### src/rtl/io_bus_arbiter.sv
// io_bus_arbiter: round-robin two-master arbiter sequencing strobe/wait/ack accesses on the port-mapped I/O bus
module io_bus_arbiter #(
  parameter int WAIT_CYC = 2
) (
  input  logic        clk,
  input  logic        reset,
  input  logic        m0_req,
  input  logic        m0_we,
  input  logic [5:0]  m0_addr,
  input  logic [15:0] m0_wdata,
  output logic        m0_ack,
  output logic [15:0] m0_rdata,
  input  logic        m1_req,
  input  logic        m1_we,
  input  logic [5:0]  m1_addr,
  input  logic [15:0] m1_wdata,
  output logic        m1_ack,
  output logic [15:0] m1_rdata,
  output logic [1:0]  adhi,
  output logic [3:0]  adio,
  output logic        read,
  output logic        write,
  output logic [15:0] out_port,
  input  logic [15:0] in_port,
  output logic        busy
);
  typedef enum logic [1:0] {S_IDLE, S_STROBE, S_WAIT, S_ACK} state_t;
  state_t state, state_nx;
  logic last, gnt, we_q, grant, pick, pick_we, enter_ack;
  logic [3:0] cnt;
  logic [5:0] pick_addr;
  logic [15:0] pick_wdata;
  always_comb begin
    grant = state == S_IDLE && (m0_req || m1_req);
    pick = (m0_req && m1_req) ? !last : m1_req;
    pick_we = pick ? m1_we : m0_we;
    pick_addr = pick ? m1_addr : m0_addr;
    pick_wdata = pick ? m1_wdata : m0_wdata;
    state_nx = state;
    case (state)
      S_IDLE:   state_nx = grant ? S_STROBE : S_IDLE;
      S_STROBE: state_nx = (WAIT_CYC > 0) ? S_WAIT : S_ACK;
      S_WAIT:   state_nx = (cnt == 4'd0) ? S_ACK : S_WAIT;
      default:  state_nx = S_IDLE;
    endcase
    enter_ack = state_nx == S_ACK;
  end
  always_ff @(posedge clk or posedge reset)
    if (reset) state <= S_IDLE;
    else state <= state_nx;
  // strobes, acks and busy are registered from the next state so every output is a flop
  always_ff @(posedge clk or posedge reset)
    if (reset) begin
      last <= 1'b1;
      gnt <= 1'b0;
      we_q <= 1'b0;
      cnt <= 4'd0;
      adhi <= 2'd0;
      adio <= 4'd0;
      out_port <= 16'd0;
      read <= 1'b0;
      write <= 1'b0;
      m0_ack <= 1'b0;
      m1_ack <= 1'b0;
      m0_rdata <= 16'd0;
      m1_rdata <= 16'd0;
      busy <= 1'b0;
    end else begin
      read <= grant && !pick_we;
      write <= grant && pick_we;
      m0_ack <= enter_ack && !gnt;
      m1_ack <= enter_ack && gnt;
      busy <= state_nx != S_IDLE;
      if (grant) begin
        last <= pick;
        gnt <= pick;
        we_q <= pick_we;
        adhi <= pick_addr[5:4];
        adio <= pick_addr[3:0];
        out_port <= pick_wdata;
      end
      if (state == S_STROBE) cnt <= 4'(WAIT_CYC - 1);
      else if (state == S_WAIT) cnt <= cnt - 4'd1;
      if (enter_ack && !we_q && !gnt) m0_rdata <= in_port;
      if (enter_ack && !we_q && gnt) m1_rdata <= in_port;
    end
endmodule

### config.mk
export PLATFORM = sky130hd
export DESIGN_NAME = io_bus_arbiter
export DESIGN_NICKNAME = d
export VERILOG_FILES = /design/src/rtl/io_bus_arbiter.sv
export SDC_FILE = /design/constraint.sdc
export NUM_CORES = 1
export LEC_CHECK = 0
export BUFFER_PORTS_ARGS = -buffer_cell sky130_fd_sc_hd__buf_2
export CAP_MARGIN = 20
export CORE_ASPECT_RATIO = 0.6
export CORE_UTILIZATION = 40
export DETAILED_ROUTE_END_ITERATION = 10
export GPL_TIMING_DRIVEN = 0
export HOLD_SLACK_MARGIN = 0.1
export MAX_ROUTING_LAYER = met4
export PLACE_DENSITY = 0.75
export SLEW_MARGIN = 20
export SYNTH_ARGS = -nofsm -noshare
export SYNTH_HDL_FRONTEND = slang
export SYNTH_SLANG_ARGS = --single-unit
### constraint.sdc
create_clock -name clk -period 4.1 [get_ports clk]
set_clock_uncertainty 0.1 [all_clocks]
set_input_delay 0.41 -clock clk [delete_from_list [all_inputs] [get_ports clk]]
set_output_delay 0.41 -clock clk [all_outputs]
set_load 0.02 [all_outputs]
After elaboration in Yosys (flattened, before gate mapping)
Index checks and enable logic that the tools add are counted.

Register bits after elaboration: 68. Bits of input ports: 66. Output and inout port bits: 59.

$add $sub $neg: 1. Eq/ne operators: 3. Multiplexer cells: 9. Reduce and logical (&&, ||, !) cells: 18.

Operator list (count): two-way mux 16 bit (1); logical AND 1 bit (9); two-way mux 4 bit (2); two-way mux 6 bit (1); one-hot mux 2 bit (3 select lines) (1); equality test 2 bit (second input constant) (2); zero test 1 bit (4); zero test 4 bit (1); two-way mux 1 bit (4); nonzero test 2 bit (2); subtractor 4 x 1 -> 4 bit (second input constant) (1); equality test 2 x 1 -> 1 bit (second input constant) (1); zero test 2 bit (1); logical OR 1 bit (1).

Logic depth before layout (Yosys ltp)
Gate-level depths: netlist of the first run.

Depth in word-level cells: 7. Depth in mapped cells: 6. Mapped depth without buffers: 5.

Least setup slack after synthesis of the first run
Ideal clock, no wire load.

Path kind: register to register. Start point: register cnt[0]. End point: register m0_rdata[10]. Library setup time: 0.125 ns. Arrival: 1.585 ns. Required time: 3.875 ns. Setup slack: 2.290 ns. Stages on the path, launching flop included: 7. Buffers on the path: 1. Path through: dfrtp_1 > inv_1 > ha_1 > and4bb_2 > o21ai_4 > buf_6 > mux2_4.

Cells in the longest elaborated chain, start to end: 6.

Ends and longest elaborated chain: start: declaration (RTL line 30) `logic [3:0] cnt;`; start signal: assignment (RTL line 82) `if (state == S_STROBE) cnt <= 4'(WAIT_CYC - 1);`; start signal: assignment (RTL line 83) `else if (state == S_WAIT) cnt <= cnt - 4'd1;`; zero test 4 bit (RTL line 43) `S_WAIT: state_nx = (cnt == 4'd0) ? S_ACK : S_WAIT;`; two-way mux 1 bit (RTL line 43); one-hot mux 2 bit (3 select lines) (RTL line 40) `case (state)`; equality test 2 bit (RTL line 46) `enter_ack = state_nx == S_ACK;`; logical AND 1 bit (2 in a row) (RTL line 84) `if (enter_ack && !we_q && !gnt) m0_rdata <= in_port;`; end signal: assignment (RTL line 84); end: declaration (RTL line 12) `output logic [15:0] m0_rdata,`.

No other way between the ends. A chain may end at the register's enable or synchronous reset.

Worst setup path after layout of the first run
Start point: register state[0]. End point: register m1_rdata[8].

Cells in the longest elaborated chain, start to end: 7. Elaborated cells between the ends (all ways): 9.

Ends and longest elaborated chain: start: declaration (RTL line 28) `state_t state, state_nx;`; start signal: assignment (RTL line 50) `else state <= state_nx;`; zero test 2 bit (RTL line 34, 40); logical AND 1 bit (RTL line 34) `grant = state == S_IDLE && (m0_req || m1_req);`; two-way mux 1 bit (RTL line 41) `S_IDLE: state_nx = grant ? S_STROBE : S_IDLE;`; one-hot mux 2 bit (3 select lines) (*) (RTL line 40); equality test 2 bit (*) (RTL line 46); logical AND 1 bit (*) (2 in a row) (RTL line 85) `if (enter_ack && !we_q && gnt) m1_rdata <= in_port;`; end signal: assignment (RTL line 85); end: declaration (RTL line 18) `output logic [15:0] m1_rdata,`.

Mark *: on every way between the ends. The rest lies on a longest branch, timed or not.

==> metrics, run 1 <==
I/O Pins=125; Comb power frac=0.410; CTS tree=built; setup TNS=0 ps; initial antenna violation count=0; Post-DRT Antenna Nets=0; CP Max Fanout=10; final setup fails=0; Cells after DPL=433; Nets=429; post-CTS setup buffers=0; Vias/cell=4.86; maximum root-to-sink buffer count=2; number of global-route vias before repair=2118; post-synthesis simple-gate area fraction=0.0717; power per cell area=835 nW/µm²; area of the mapped netlist=2930 µm²; Ant. Diodes=0; register area share after synthesis=0.581; Post-Syn Area per Cell=13.3 µm²; core region area=6880 µm²; Fin. Hold Viols=0; area growth from synthesis to layout=36.8%; worst skew pair latency=320 ps; final total power=3.35 mW; count of input and output buffers=124; Avg WL per Cell=14.0 µm; cts hold-fix bufs=1; CP required=4200 ps; Reg clk slew, reported paths=60 ps; Pint=2.09 mW; status=completed; CTS Buf Count=9; post-synthesis mux area share=0.218; worst hold path stage count=2; Startpoint Class=flip-flop; Remaining Overflow, GRT=0; largest family of logic cells by synthesized area=multiplexers; Fill cells=591; Max-Cap Viols=0; maximum vdd drop=0.347 mV; Starting Density=0.426; area fraction in compound gates after synthesis=0.0773; H-tree levels=3; Vert. Die Dim=68.3 µm; power share of the sequential group=0.348; post_cts resized=0; Slew Viols, Final=0; unrepaired setup endpoints after global routing=false; worst-margin pin slew=636 ps; area of the die=7690 µm²; xor and xnor area share after synthesis=0; adder-cell share of the synthesized area=0.0213; Final Non-Filler Cells=450; first-pass GRT wire length=10100 µm; Die W=113 µm; WHS=175 ps; routability cong.=0.735; Slew HR=0.573; Tcrit/Tclk final=0.493; Net Count, Synth=292; Switch Pwr=1.26 mW; power share of the clock group=0.242; Vias=2185; Sw Ratio=0.375; share of layout cells above drive strength 1=0.510; Site Rows=23; gr usage total=0.182; worst hold path class=primary input to flip-flop; post-layout min period=2020 ps; Cells after Synth=221; R2R cell count=6; clock root cell=clkbuf_16; Synth Warn #=0; Synth Register Bits=68; Crit Path Category=flip-flop to flip-flop; CTS Sinks=68; Worst Setup End Kind=flip-flop; drt pass-1 iters=4; dpl hpwl=4690 µm; initial DRC count=39; post-route DRC violation count=0; largest net degree at the start of global routing=38; arrival time worst endpoint=2130 ps; fmax=495 MHz; Routed Wire Length=6300 µm; post-synthesis cell type count=30; Leakage=2.10 nW
critical path, stage by stage (launching register included):
cell     delay (ps)
dfrtp_1         390
inv_1            80
ha_1            260
o21a_2          210
o21ai_4         310
buf_6           210
mux2_2          350
layout by cell type (no fill, tap or decap), drive strengths merged, types with 5 or more instances in the layout:
master / n
nand2: 23
nor2: 6
dfrtp: 67
ha: 5
mux2i: 24
clkbuf: 15
o21ai: 27
inv: 6
mux2: 32
buf: 130
synthesized netlist by cell type, drive strengths merged:
cell | count | share of area
dfrtp | 67 | 0.57
mux2 | 32 | 0.14
o21ai | 27 | 0.054
mux2i | 24 | 0.082
nand2 | 23 | 0.029
inv | 6 | 0.0077
nor2 | 6 | 0.0077
buf | 5 | 0.017
clkbuf | 5 | 0.0064
ha | 5 | 0.021
a21oi | 3 | 0.0051
and4bb | 3 | 0.013
a22o | 2 | 0.0060
nor2b | 2 | 0.0043
nor4b | 2 | 0.011
a21boi | 1 | 0.0026
a31oi | 1 | 0.0021
and2 | 1 | 0.0021
and2b | 1 | 0.0026
dfstp | 1 | 0.0090
nor3 | 1 | 0.0017
o21a | 1 | 0.0030
o21bai | 1 | 0.0026
o22ai | 1 | 0.0021
power by group through the flow:
| stage | clock network [mW] | registers (mW) | logic, mW |
|---|---|---|---|
| 2_1_floorplan | 0 | 1.49 | 0.607 |
| 5_1_grt | 0.862 | 1.21 | 1.50 |
| 6_report | 0.810 | 1.17 | 1.37 |
| 3_3_place_gp | 0 | 1.15 | 1.35 |
| 3_5_place_dp | 0 | 1.17 | 1.39 |
| 4_1_cts | 0.831 | 1.17 | 1.40 |
registers in the layout, summed over array words and instances, names as in the netlist, 2 cells and up:
| name | count |
|---|---|
| out_port | 16 |
| state | 2 |
| adhi | 2 |
| m1_rdata | 16 |
| m0_rdata | 16 |
| adio | 4 |
| cnt | 4 |
layer usage:
metal / GRT usage / vias up / share of wire
met4: 0.0550 / 0 / 0.0060
met5: - / - / 0
met2: 0.293 / 80 / 0.46
met3: 0.0620 / 4 / 0.069
li1: - / 1047 / -
met1: 0.221 / 1054 / 0.47
per-stage QoR:
stage / utilization / instance area (µm²) / setup slack [ps]
3_5_place_dp: 0.536 / 3680 / 2090
6_report: 0.583 / 4010 / 2080
2_1_floorplan: - / 2930 / 1880
3_3_place_gp: 0.532 / 3660 / 1120
5_1_grt: 0.583 / 4010 / 1980
4_1_cts: 0.583 / 4010 / 2060
kinds of logic (layout without fill, tap and decap cells):
group | count (synthesis) | in the layout
AO/OA/AOI/OAI | 37 | 37
adder cells (fa/ha/maj) | 5 | 5
buffers and inverters | 16 | 158
flip-flops | 68 | 68
multiplexers | 56 | 56
AND/OR/NAND/NOR | 39 | 39
worst paths after layout:
path	from	to	slack, ps
max	state[0]	m1_rdata[8]	2080
min	m0_req	last	180
max reg2reg	state[0]	m1_rdata[8]	2080
min reg2reg	out_port[2]	out_port[2]	380
max in group asynchronous	reset	last	2770
min in group asynchronous	reset	m1_rdata[0]	540
layout make-up:
type / count / area (µm²) / share of cell area
tap: 87 / 109 / 0.0271
timing repair buffer: 126 / 651 / 0.162
sequential: 68 / 1700 / 0.425
multi-input combinational: 137 / 1140 / 0.284
buffer: 10 / 68.8 / 0.0172
clock buffer: 10 / 229 / 0.0571
inverter: 6 / 25.0 / 0.00624
clock inverter: 6 / 88.8 / 0.0221
(Power assumes the default switching activity.)
==> run 2, diff against run 1 <==
==> constraint.sdc (replaced) <==
create_clock -name clk -period 2.1 [get_ports clk]
set_clock_uncertainty 0.1 [all_clocks]
set_input_delay 0.21 -clock clk [delete_from_list [all_inputs] [get_ports clk]]
set_output_delay 0.21 -clock clk [all_outputs]
set_load 0.02 [all_outputs]
==> run 2 against run 1 <==
  * Flip-flop and latch count is the same
  * Sequential share of layout area shrank 4.9 points
  * Count of clock-buffer cells in the layout is the same
  * Via count is 10% higher
  * Worst setup slack lost 2000 ps
  * Die area did not move
  * Total power up 99%
  * Design area is 13% higher
  * Final cell count is 12% higher
  * Combinational power up 110%
  * Clock power grew 95%
  * Largest power group unchanged
==> metrics, run 2 (synthesis results as in run 1) <==
CTS tree=built; Routed Wire Length=7250 µm; worst-margin pin slew=660 ps; Max-Cap Viols=0; Vert. Die Dim=68.3 µm; capture point of the worst path=out_port[15]; commonest cells after routing, fill and taps aside=buf_2, dfrtp_1, dlygate4sd3_1, o21ai_0, mux2i_1; Slew Viols, Final=0; Post-DRT Antenna Nets=0; Die W=113 µm; Crit. Startpoint=m0_req; largest net degree at the start of global routing=38; R2R Path Start=state[0]; dpl hpwl=4690 µm; share of layout cells above drive strength 1=0.452; clock root cell=clkbuf_16; Regs by FF count=m0_rdata x16, m1_rdata x16, out_port x16; area growth from synthesis to layout=54.8%; post-route setup slack=91.3 ps; r2r setup slk=130 ps; final setup fails=0; Tcrit/Tclk final=0.957; power per cell area=1470 nW/µm²; Place WS=88.5 ps; CP top delay family=buffers and inverters; setup TNS=0 ps; worst skew pair latency=320 ps; Avg WL per Cell=14.4 µm; H-tree levels=3; Nets=482; post-route DRC violation count=0; Worst Setup End Kind=flip-flop; CTS Sinks=68; Reg clk slew, reported paths=60 ps; R2R cell count=5; Vias/cell=4.78; Startpoint Class=primary input; Leakage=2.32 nW; initial DRC count=66; worst-path cell chain=dlygate4sd3_1, buf_2, a21boi_0, buf_4, mux2i_1, dlygate4sd3_1, o21ai_0; Site Rows=23; initial antenna violation count=0; count of input and output buffers=124; core region area=6880 µm²; most common cell after layout, fill and taps aside=buf_2; Placement Cell Area=3680 µm²; Fin. Hold Viols=0; drt pass-1 iters=4; Worst path most repeated cell=dlygate4sd3_1; first-pass GRT wire length=11600 µm; worst hold path class=primary input to flip-flop; fmax=498 MHz; maximum vdd drop=0.767 mV; Starting Density=0.426; Vias=2404; min-delay src=m0_addr[2]; Ant. Diodes=0; Remaining Overflow, GRT=0; Slew HR=0.557; instance count on the critical path=7; R2R Path End=adio[1]; I/O Pins=125; maximum root-to-sink buffer count=2; Fill cells=519; arrival time worst endpoint=2080 ps; area of the die=7690 µm²; Crit-path slowest cell=dlygate4sd3_1; CP Max Fanout=6; final instance area=4540 µm²; Crit Path Category=primary input to flip-flop; number of global-route vias before repair=2505; CP required=2170 ps; CTS Buf Count=9; worst path bufs/invs=4; gr usage total=0.208; status=completed; routability cong.=0.735; max incr delay on CP=570 ps; post-layout min period=2010 ps
==> run 2: worst min path at each step <==
stage / end / slack (ps) / cells after the start
6_report: adio[2] / 110 / 3
3_3_place_gp: last / 300 / 2
4_1_cts: adio[3] / 110 / 3
3_5_place_dp: m1_rdata[0] / 140 / 2
5_1_grt: write / 110 / 3
2_1_floorplan: last / 170 / 1
==> run 2: per-layer routing <==
| layer | vias up | track usage | routed length (µm) |
|---|---|---|---|
| li1 | 1156 | - | - |
| met1 | 1168 | 0.233 | 3210 |
| met2 | 75 | 0.370 | 3650 |
| met3 | 5 | 0.0638 | 353 |
| met4 | 0 | 0.0600 | 39 |
| met5 | - | - | 0 |
==> run 2: what timing repair did <==
| item | CTS | global route |
|---|---|---|
| buffers inserted | 0 | 3 |
| endpoints found under the setup margin | 0 | 21 |
| gates resized for setup | 0 | 2 |
| hold buffers | 51 | 0 |
| hold endpoints to repair | 81 | 0 |
==> run 2: where the power goes <==
part	leakage, nW	total [mW]	switching [mW]	internal, mW
combinational	1.33	2.82	1.61	1.21
sequential	0.841	2.28	0.350	1.93
clock	0.149	1.58	0.540	1.04
total	2.32	6.68	2.50	4.18
==> run 2: cell type report <==
class                           count  area, µm²  share of cell area
Clock buffer                       10        229              0.0505
Buffer                             10       71.3              0.0157
Inverter                            6       25.0             0.00552
Timing Repair Buffer              179       1170               0.259
Clock inverter                      6       88.8              0.0196
Tap cell                           87        109              0.0240
Multi-Input combinational cell    137       1140               0.251
Sequential cell                    68       1700               0.375
==> run 2: tightest hold or removal path: cells and delay by family <==
kind | cells | cell delay [ps]
muxes | 1 | 50
buffers and inverters | 1 | 70
AOI/OAI and AO/OA | 1 | 150
==> run 2: metrics by stage <==
step                cells  power, mW  hold WS (ps)  utilization
floorplan             221       4.09           173            -
global placement      432       4.88           298        0.532
detailed placement    433       5.00           144        0.536
CTS                   500       6.72           105        0.656
global route          503       7.11           111        0.660
finish                503       6.68           106        0.660
